[config.mk]
export PLATFORM = sky130hd
export DESIGN_NAME = id_inst_queue
export DESIGN_NICKNAME = d
export VERILOG_FILES = /design/src/rtl/id_inst_queue.sv
export SDC_FILE = /design/constraint.sdc
export NUM_CORES = 1
export LEC_CHECK = 0
export BUFFER_PORTS_ARGS = -buffer_cell sky130_fd_sc_hd__buf_2
export CAP_MARGIN = 30
export CORE_MARGIN = 2
export CORE_UTILIZATION = 40
export CTS_CLUSTER_SIZE = 8
export DETAILED_ROUTE_END_ITERATION = 16
export PLACE_DENSITY = 0.53
export SLEW_MARGIN = 20
export SYNTH_ARGS = -nofsm -noshare
export SYNTH_HDL_FRONTEND = slang
export SYNTH_SLANG_ARGS = --single-unit
[constraint.sdc]
create_clock -name clk -period 17.42 [get_ports clk]
set_clock_uncertainty 0.05 [all_clocks]
set_input_delay 0.871 -clock clk [delete_from_list [all_inputs] [get_ports clk]]
set_output_delay 0.871 -clock clk [all_outputs]
set_load 0.005 [all_outputs]
[src/rtl/id_inst_queue.sv]
// Dual-issue instruction queue between fetch and the two decode lanes (A/B).
// Latency: an entry enqueued at edge N is visible on the outputs from cycle N+1 (no bypass).
// Backpressure: in_ready needs room for two entries, based on the registered count only; lane B never dequeues ahead of lane A.
//
// Ports:
//   clk, rst                   clock, synchronous active-high reset
//   flush                      discard all entries; gates out_valid low in the same cycle
//   in_valid[1:0]              fetch slots valid (slot 0 older; 2'b10 is ignored)
//   in_ir0/1, in_pc0/1,
//   in_pred0/1                 fetched instruction, PC, predictor info per slot
//   in_ready                   queue can take two entries this cycle
//   out_valid[1:0]             head / head+1 valid
//   out_ir0/1, out_pc0/1,
//   out_pred0/1                head / head+1 entry, zero when the matching valid bit is low
//   out_ready[1:0]             decode lanes accept; [1] only honoured together with [0]
module id_inst_queue #(
    parameter int DEPTH  = 8,
    parameter int PRED_W = 34
) (
    input  logic              clk,
    input  logic              rst,
    input  logic              flush,
    input  logic [1:0]        in_valid,
    input  logic [31:0]       in_ir0,
    input  logic [31:0]       in_ir1,
    input  logic [31:0]       in_pc0,
    input  logic [31:0]       in_pc1,
    input  logic [PRED_W-1:0] in_pred0,
    input  logic [PRED_W-1:0] in_pred1,
    output logic              in_ready,
    output logic [1:0]        out_valid,
    output logic [31:0]       out_ir0,
    output logic [31:0]       out_ir1,
    output logic [31:0]       out_pc0,
    output logic [31:0]       out_pc1,
    output logic [PRED_W-1:0] out_pred0,
    output logic [PRED_W-1:0] out_pred1,
    input  logic [1:0]        out_ready
);

    localparam int AW = $clog2(DEPTH);
    localparam int CW = AW + 1;

    localparam logic [AW-1:0] PTR_ONE  = AW'(1);
    localparam logic [CW-1:0] CNT_ONE  = CW'(1);
    localparam logic [CW-1:0] CNT_TWO  = CW'(2);
    localparam logic [CW-1:0] ROOM_MAX = CW'(DEPTH - 2);

    // Storage is deliberately not reset; validity comes from count alone.
    logic [31:0]       ir_mem   [DEPTH];
    logic [31:0]       pc_mem   [DEPTH];
    logic [PRED_W-1:0] pred_mem [DEPTH];

    logic [AW-1:0] head;
    logic [AW-1:0] tail;
    logic [CW-1:0] count;

    logic [AW-1:0] head_p1;
    logic [AW-1:0] tail_p1;
    logic          enq_en;
    logic [1:0]    enq_num;
    logic          fire0;
    logic          fire1;
    logic [1:0]    deq_num;

    // Power-of-two depth: plain AW-bit add wraps DEPTH-1 -> 0.
    assign head_p1 = head + PTR_ONE;
    assign tail_p1 = tail + PTR_ONE;

    // Two free slots required regardless of any same-cycle dequeue, which
    // keeps out_ready off the in_ready path.
    assign in_ready = (count <= ROOM_MAX);

    assign enq_en = in_ready & ~flush;

    always_comb begin
        enq_num = 2'd0;
        if (enq_en) begin
            case (in_valid)
                2'b11:   enq_num = 2'd2;
                2'b01:   enq_num = 2'd1;
                default: enq_num = 2'd0;
            endcase
        end
    end

    assign out_valid[0] = (count >= CNT_ONE) & ~flush;
    assign out_valid[1] = (count >= CNT_TWO) & ~flush;

    assign fire0   = out_valid[0] & out_ready[0];
    assign fire1   = fire0 & out_valid[1] & out_ready[1];
    assign deq_num = {1'b0, fire0} + {1'b0, fire1};

    assign out_ir0   = out_valid[0] ? ir_mem[head]      : '0;
    assign out_pc0   = out_valid[0] ? pc_mem[head]      : '0;
    assign out_pred0 = out_valid[0] ? pred_mem[head]    : '0;
    assign out_ir1   = out_valid[1] ? ir_mem[head_p1]   : '0;
    assign out_pc1   = out_valid[1] ? pc_mem[head_p1]   : '0;
    assign out_pred1 = out_valid[1] ? pred_mem[head_p1] : '0;

    always_ff @(posedge clk) begin
        if (rst || flush) begin
            head  <= '0;
            tail  <= '0;
            count <= '0;
        end else begin
            head  <= head + AW'(deq_num);
            tail  <= tail + AW'(enq_num);
            count <= count + CW'(enq_num) - CW'(deq_num);
        end
    end

    always_ff @(posedge clk) begin
        if (!rst && enq_num != 2'd0) begin
            ir_mem[tail]   <= in_ir0;
            pc_mem[tail]   <= in_pc0;
            pred_mem[tail] <= in_pred0;
            if (enq_num == 2'd2) begin
                ir_mem[tail_p1]   <= in_ir1;
                pc_mem[tail_p1]   <= in_pc1;
                pred_mem[tail_p1] <= in_pred1;
            end
        end
    end

endmodule
* After elaboration in Yosys (flattened, before gate mapping)
Memory sizes are Yosys's and may differ from the RTL's. A register that Yosys moved wholly into a read port is not among the register bits.
Index checks and enable logic that the tools add are counted.
** Word-level totals
- Output and inout port bits :: 199
- Register bits after elaboration :: 10
- Memory bits (writable) :: 784
- Memories :: 3
- Bits in latches :: 0
- Input bits :: 203
- Bits in read-only memories :: 0
** Memory list
- pred_mem :: depth 8, width 34, read ports 2, clocked after Yosys merged registers in 1, write ports 2, line 52 : logic [PRED_W-1:0] pred_mem [DEPTH];
- ir_mem :: depth 8, width 32, read ports 2, clocked after Yosys merged registers in 1, write ports 2, line 50 : logic [31:0] ir_mem [DEPTH];
- pc_mem :: depth 8, width 32, read ports 2, clocked after Yosys merged registers in 1, write ports 2, line 51 : logic [31:0] pc_mem [DEPTH];
** Operators by class
- Bitwise logic cells :: 7
- Reduce and logical (&&, ||, !) cells :: 4
- Equal/unequal tests :: 3
- Shifts and indexed selects :: 0
- Multiplexer cells :: 16
- Order comparisons :: 3
- Div/mod/pow operators :: 0
- Multiply operators :: 0
- Add/sub/neg operators :: 7
** Operator list (number)
- $mux 32 :: 4
- $mux 34 :: 2
- $mux 3 :: 3
- $add 3x1->3 const B :: 2
- $add 3x2->3 :: 2
- $and 1x1->1 :: 6
- $mux 1 :: 5
- $add 4x2->4 :: 1
- $eq 2x2->1 const B :: 2
- $ge 4x1->1 const B :: 1
- $ge 4x2->1 const B :: 1
- $le 4x3->1 const B :: 1
- $pmux 2 s2 :: 1
- $sub 4x2->4 :: 1
- $add 1x1->2 :: 1
- $eq 2x1->1 const B :: 1
- $mux 2 :: 1
- $reduce_bool 2->1 :: 1
- $logic_and 1x1->1 :: 1
- $logic_not 1->1 :: 1
- $logic_or 1x1->1 :: 1
- $not 1->1 :: 1

* Logic depth before layout (Yosys ltp)
- Word-level depth :: 8
- Gate-level depth with buffers :: 15

* Least setup slack after synthesis
Ideal clock, no wire load.
- Path kind :: input -> register
- Start point :: in rst
- End point :: mem ir_mem[6][0], enable pin
- Arrival time :: 6005 ps
- Setup time :: 587 ps
- Setup slack :: 10778 ps
- Cell stages on the path :: 4
- Cell sequence :: and3b_1 > buf_4 > nand3_1 > a21oi_1
** RTL lines
- start: declaration :: line 21 : input logic rst,
- end: declaration :: line 50

* Worst setup path in the final report
- Start point :: reg head[0]
- End point :: out out_ir1[0]
** On the way
- Word-level cells in the longest chain between the ends :: 3
** RTL lines
- start: declaration :: line 54 : logic [AW-1:0] head;
- start signal: assignment :: line 107 : head <= head + AW'(deq_num);
- $add 3x1->3 :: line 67 : assign head_p1 = head + PTR_ONE;
- $mem_v2 8x32
- $mux 32 :: line 97 : assign out_ir1 = out_valid[1] ? ir_mem[head_p1] : '0;
- end: declaration :: line 33 : output logic [31:0] out_ir1,
No other way between the ends.

==> summary.txt <==
Finish
  – Combined area of the multi-input logic cells: 21680 um^2
  – Layout Nets: 3964
  – Filler cells: 10483
  – Seq. cell area: 23750 um^2
  – Layout Utilization: 46.12%
  – Area grow syn2layout: 14.75%
  – Ratio of cells with drive above 1 in the final layout: 42.30%

Hold path
  – Hold crit path type: input port to register

Timing
  – Worst slew pin tran: 1.128 ns
  – Setup TNS: 0 ns
  – Fmax: 175.9 MHz
  – RSZ-0062 raised after global routing: false
  – Slew headroom: 24.81%
  – Final slew viol count: 0
  – Min Tclk post-route: 5.685 ns
  – Hold Fails Final Rpt: 0
  – Fin crit share: 32.63%
  – Final setup vio count: 0

Power
  – Power Dens Cells: 90.44 nW/um^2
  – Pint: 0.003566 W
  – Pleak: 17.27 nW
  – Peak supply drop: 82.33 uV
  – Switching share of power: 26.14%
  – Sequential power share: 44.4%
  – Power Total: 0.004828 W
  – Comb power frac: 14.8%
  – Clk pwr share: 40.9%
  – NetSw: 0.001262 W

Setup path
  – Critical path fanouts, max: 152
  – Crit path kind: register to output port
  – Startpoint types: register
  – WP data required: 16.50 ns
  – Worst EP arrival: 4.76 ns
  – Worst Setup End Kind: output port

Yosys
  – Synthesized area: 46520 um^2
  – Register area share after synthesis: 51.04%
  – Main area contributors after synthesis: edfxtp_1 (51%), mux2_2 (23%), mux2i_1 (11%)
  – Post-Syn Nets: 3660
  – Synth Register Bits: 794
  – Total of warnings raised by yosys: 0
  – Synth cell types: 41
  – Synth Area in Simple Gates: 4.121%
  – Post-Synth XOR/XNOR Area: 0.1479%
  – Main combinational cell family by area after synthesis: multiplexers
  – Post-Synth Adder-Cell Area: 0.4680%
  – Mux cell area share after synthesis: 34.27%
  – FFs w/ async S/R, synth: 0%
  – Post-Synthesis Cells: 3442
  – Ys flop type: edfxtp_1
  – Synth area leader: edfxtp_1
  – Syn Area/Cell: 13.51 um^2
  – EDFF count, synth: 784
  – Post-synth top area share: 50.61%
  – Synth Area in Compound Gates: 7.069%

Run
  – Max-Cap Viols: 0

Placed design
  – Placer Congestion: 0.7616
  – Number of port buffers: 401
  – Final HPWL DP: 88650 um

CTS
  – # hold bufs at CTS: 0
  – Post-CTS Resized: 0
  – Number of setup buffers added after CTS: 0
  – TritonCTS clock tree: built
  – Clk pin slew, worst setup/hold paths: 0.05 ns
  – TritonCTS Buffers: 110
  – CTS Root Cell: clkbuf_16
  – CTS H-Tree Depth: 3
  – Clk buf depth: 3
  – # clock sinks: 794
  – Worst-Skew Late Latency: 0.68 ns

GRT
  – Vias in the first global route: 32884
  – GRT overflow: 0
  – GRT Total Usage: 26.77%
  – Antenna violations before repair: 37
  – Global-route wire length before repair: 235100 um
  – Pin count of the biggest net entering global routing: 153

Die
  – Die W: 345.0 um
  – Starting Density: 40.19%
  – # IOs: 402
  – Num rows: 125
  – Die H: 345.0 um
  – Full die area: 119000 um^2
  – CORE AREA: 115700 um^2

Route
  – Final WL: 163600 um
  – Via count: 32468
  – Post-route antenna net violation count: 0
  – WL/cell: 30.76 um
  – Vias per std cell: 6.104
  – Drt first pass iters: 5
  – DRC Markers: 0
  – Initial DRC Count: 2734

Run status
  – Status: complete, no violations
==> synthesized netlist by cell type (7+ instances only) <==
cell type  number
nor2_1         19
buf_2          96
inv_1          12
a221oi_1       98
buf_4          14
clkbuf_1      135
nor2b_1         7
mux2_2        964
mux2_1         16
and2_1          7
nor3_1         98
a22oi_1       103
dfxtp_1        10
buf_1          43
edfxtp_1      784
nand2_1       297
ha_1           11
o22ai_1        98
mux2i_1       490
a32o_1         98
==> worst max-delay path, cell delays in order, from the launching register on <==
cell and delay (ns):
dfxtp_1 0.81, ha_4 0.28, xor2_4 0.18, buf_4 0.60
buf_12 0.78, nand2_1 0.15, a32o_1 0.30, nor3_1 0.54
buf_2 0.23
==> logic make-up (layout without fill, tap and decap cells) <==
logic type	after synthesis	count (layout)
compound gates	406	406
xor+xnor	7	7
fa+ha+maj	15	15
buf+inv	304	642
flops	794	794
mux	1470	1470
other cells	0	15
simple gates	446	446
==> layout make-up <==
type | instances | share of cell area (%)
timing repair buffer | 484 | 5.558
multi-input combinational | 2344 | 40.61
sequential | 794 | 44.49
clock inverter | 5 | 0.08438
clock buffer | 141 | 5.534
inverter | 12 | 0.08438
antenna | 15 | 0.07032
tap | 1524 | 3.572
==> worst paths after layout <==
path	from	to	slack (ns)	cells after the start
worst max-delay path	head[0]	out_ir1[0]	11.74	8
worst max register to register	count[3]	ir_mem[7][10]	13.01	9
worst min register to register	tail[2]	tail[2]	0.60	2
worst min-delay path	in_pred0[32]	pred_mem[6][32]	0.53	2
==> layer usage <==
layer  GRT usage, %  share of wire (%)  vias to the layer above
met1          36.19                 43                    16790
li1               -                  -                    14244
met2          44.41                 48                     1126
met3          3.851                6.0                      286
met4          8.289                2.6                       22
met5              0              0.080                        -
==> power groups by stage <==
stage	Combinational (W)	Sequential (W)	Clock (W)
5_1_grt	0.000758	0.00214	0.00208
4_1_cts	0.000710	0.00214	0.00201
3_5_place_dp	0.000706	0.00218	0
2_1_floorplan	0.000372	0.00218	0
3_3_place_gp	0.000703	0.00218	0
6_report	0.000713	0.00214	0.00197
==> stage by stage <==
step	setup WS [ns]	instance area [um^2]	std cells	hold slack (ns)
finish	11.74	53380	5319	0.5302
detailed placement	12.49	50150	5150	0.5786
CTS	11.73	53150	5296	0.4845
global placement	12.52	49920	5140	0.5856
global route	11.63	53360	5311	0.5227
floorplan	10.78	46520	3442	0.5262
==> flip-flops by register name (all words and copies together) (netlist names) <==
register	count
pc_mem	256
tail	3
pred_mem	272
ir_mem	256
head	3
count	4
==> cell usage in the layout (no fill, tap or decap), types with 3 or more instances in the layout <==
cell         n
nand2_1    295
a22oi_1    103
buf_12      10
xnor2_1      3
a221oi_1    98
a32o_1      98
nor2_1      10
nor2_4       9
edfxtp_1   784
mux2_2     964
buf_2      401
inv_1       12
mux2_1      16
and2_1       6
o22ai_1     98
clkbuf_1    27
dfxtp_1      9
clkbuf_16  114
fa_1         4
ha_1        10
buf_4       61
nand3_4      4
nand3_1      3
buf_16      10
diode_2     15
nor2b_4      3
nor3_1      98
mux2i_1    490
nor2b_1      4
No activity file was read; power rests on OpenSTA's default activity.
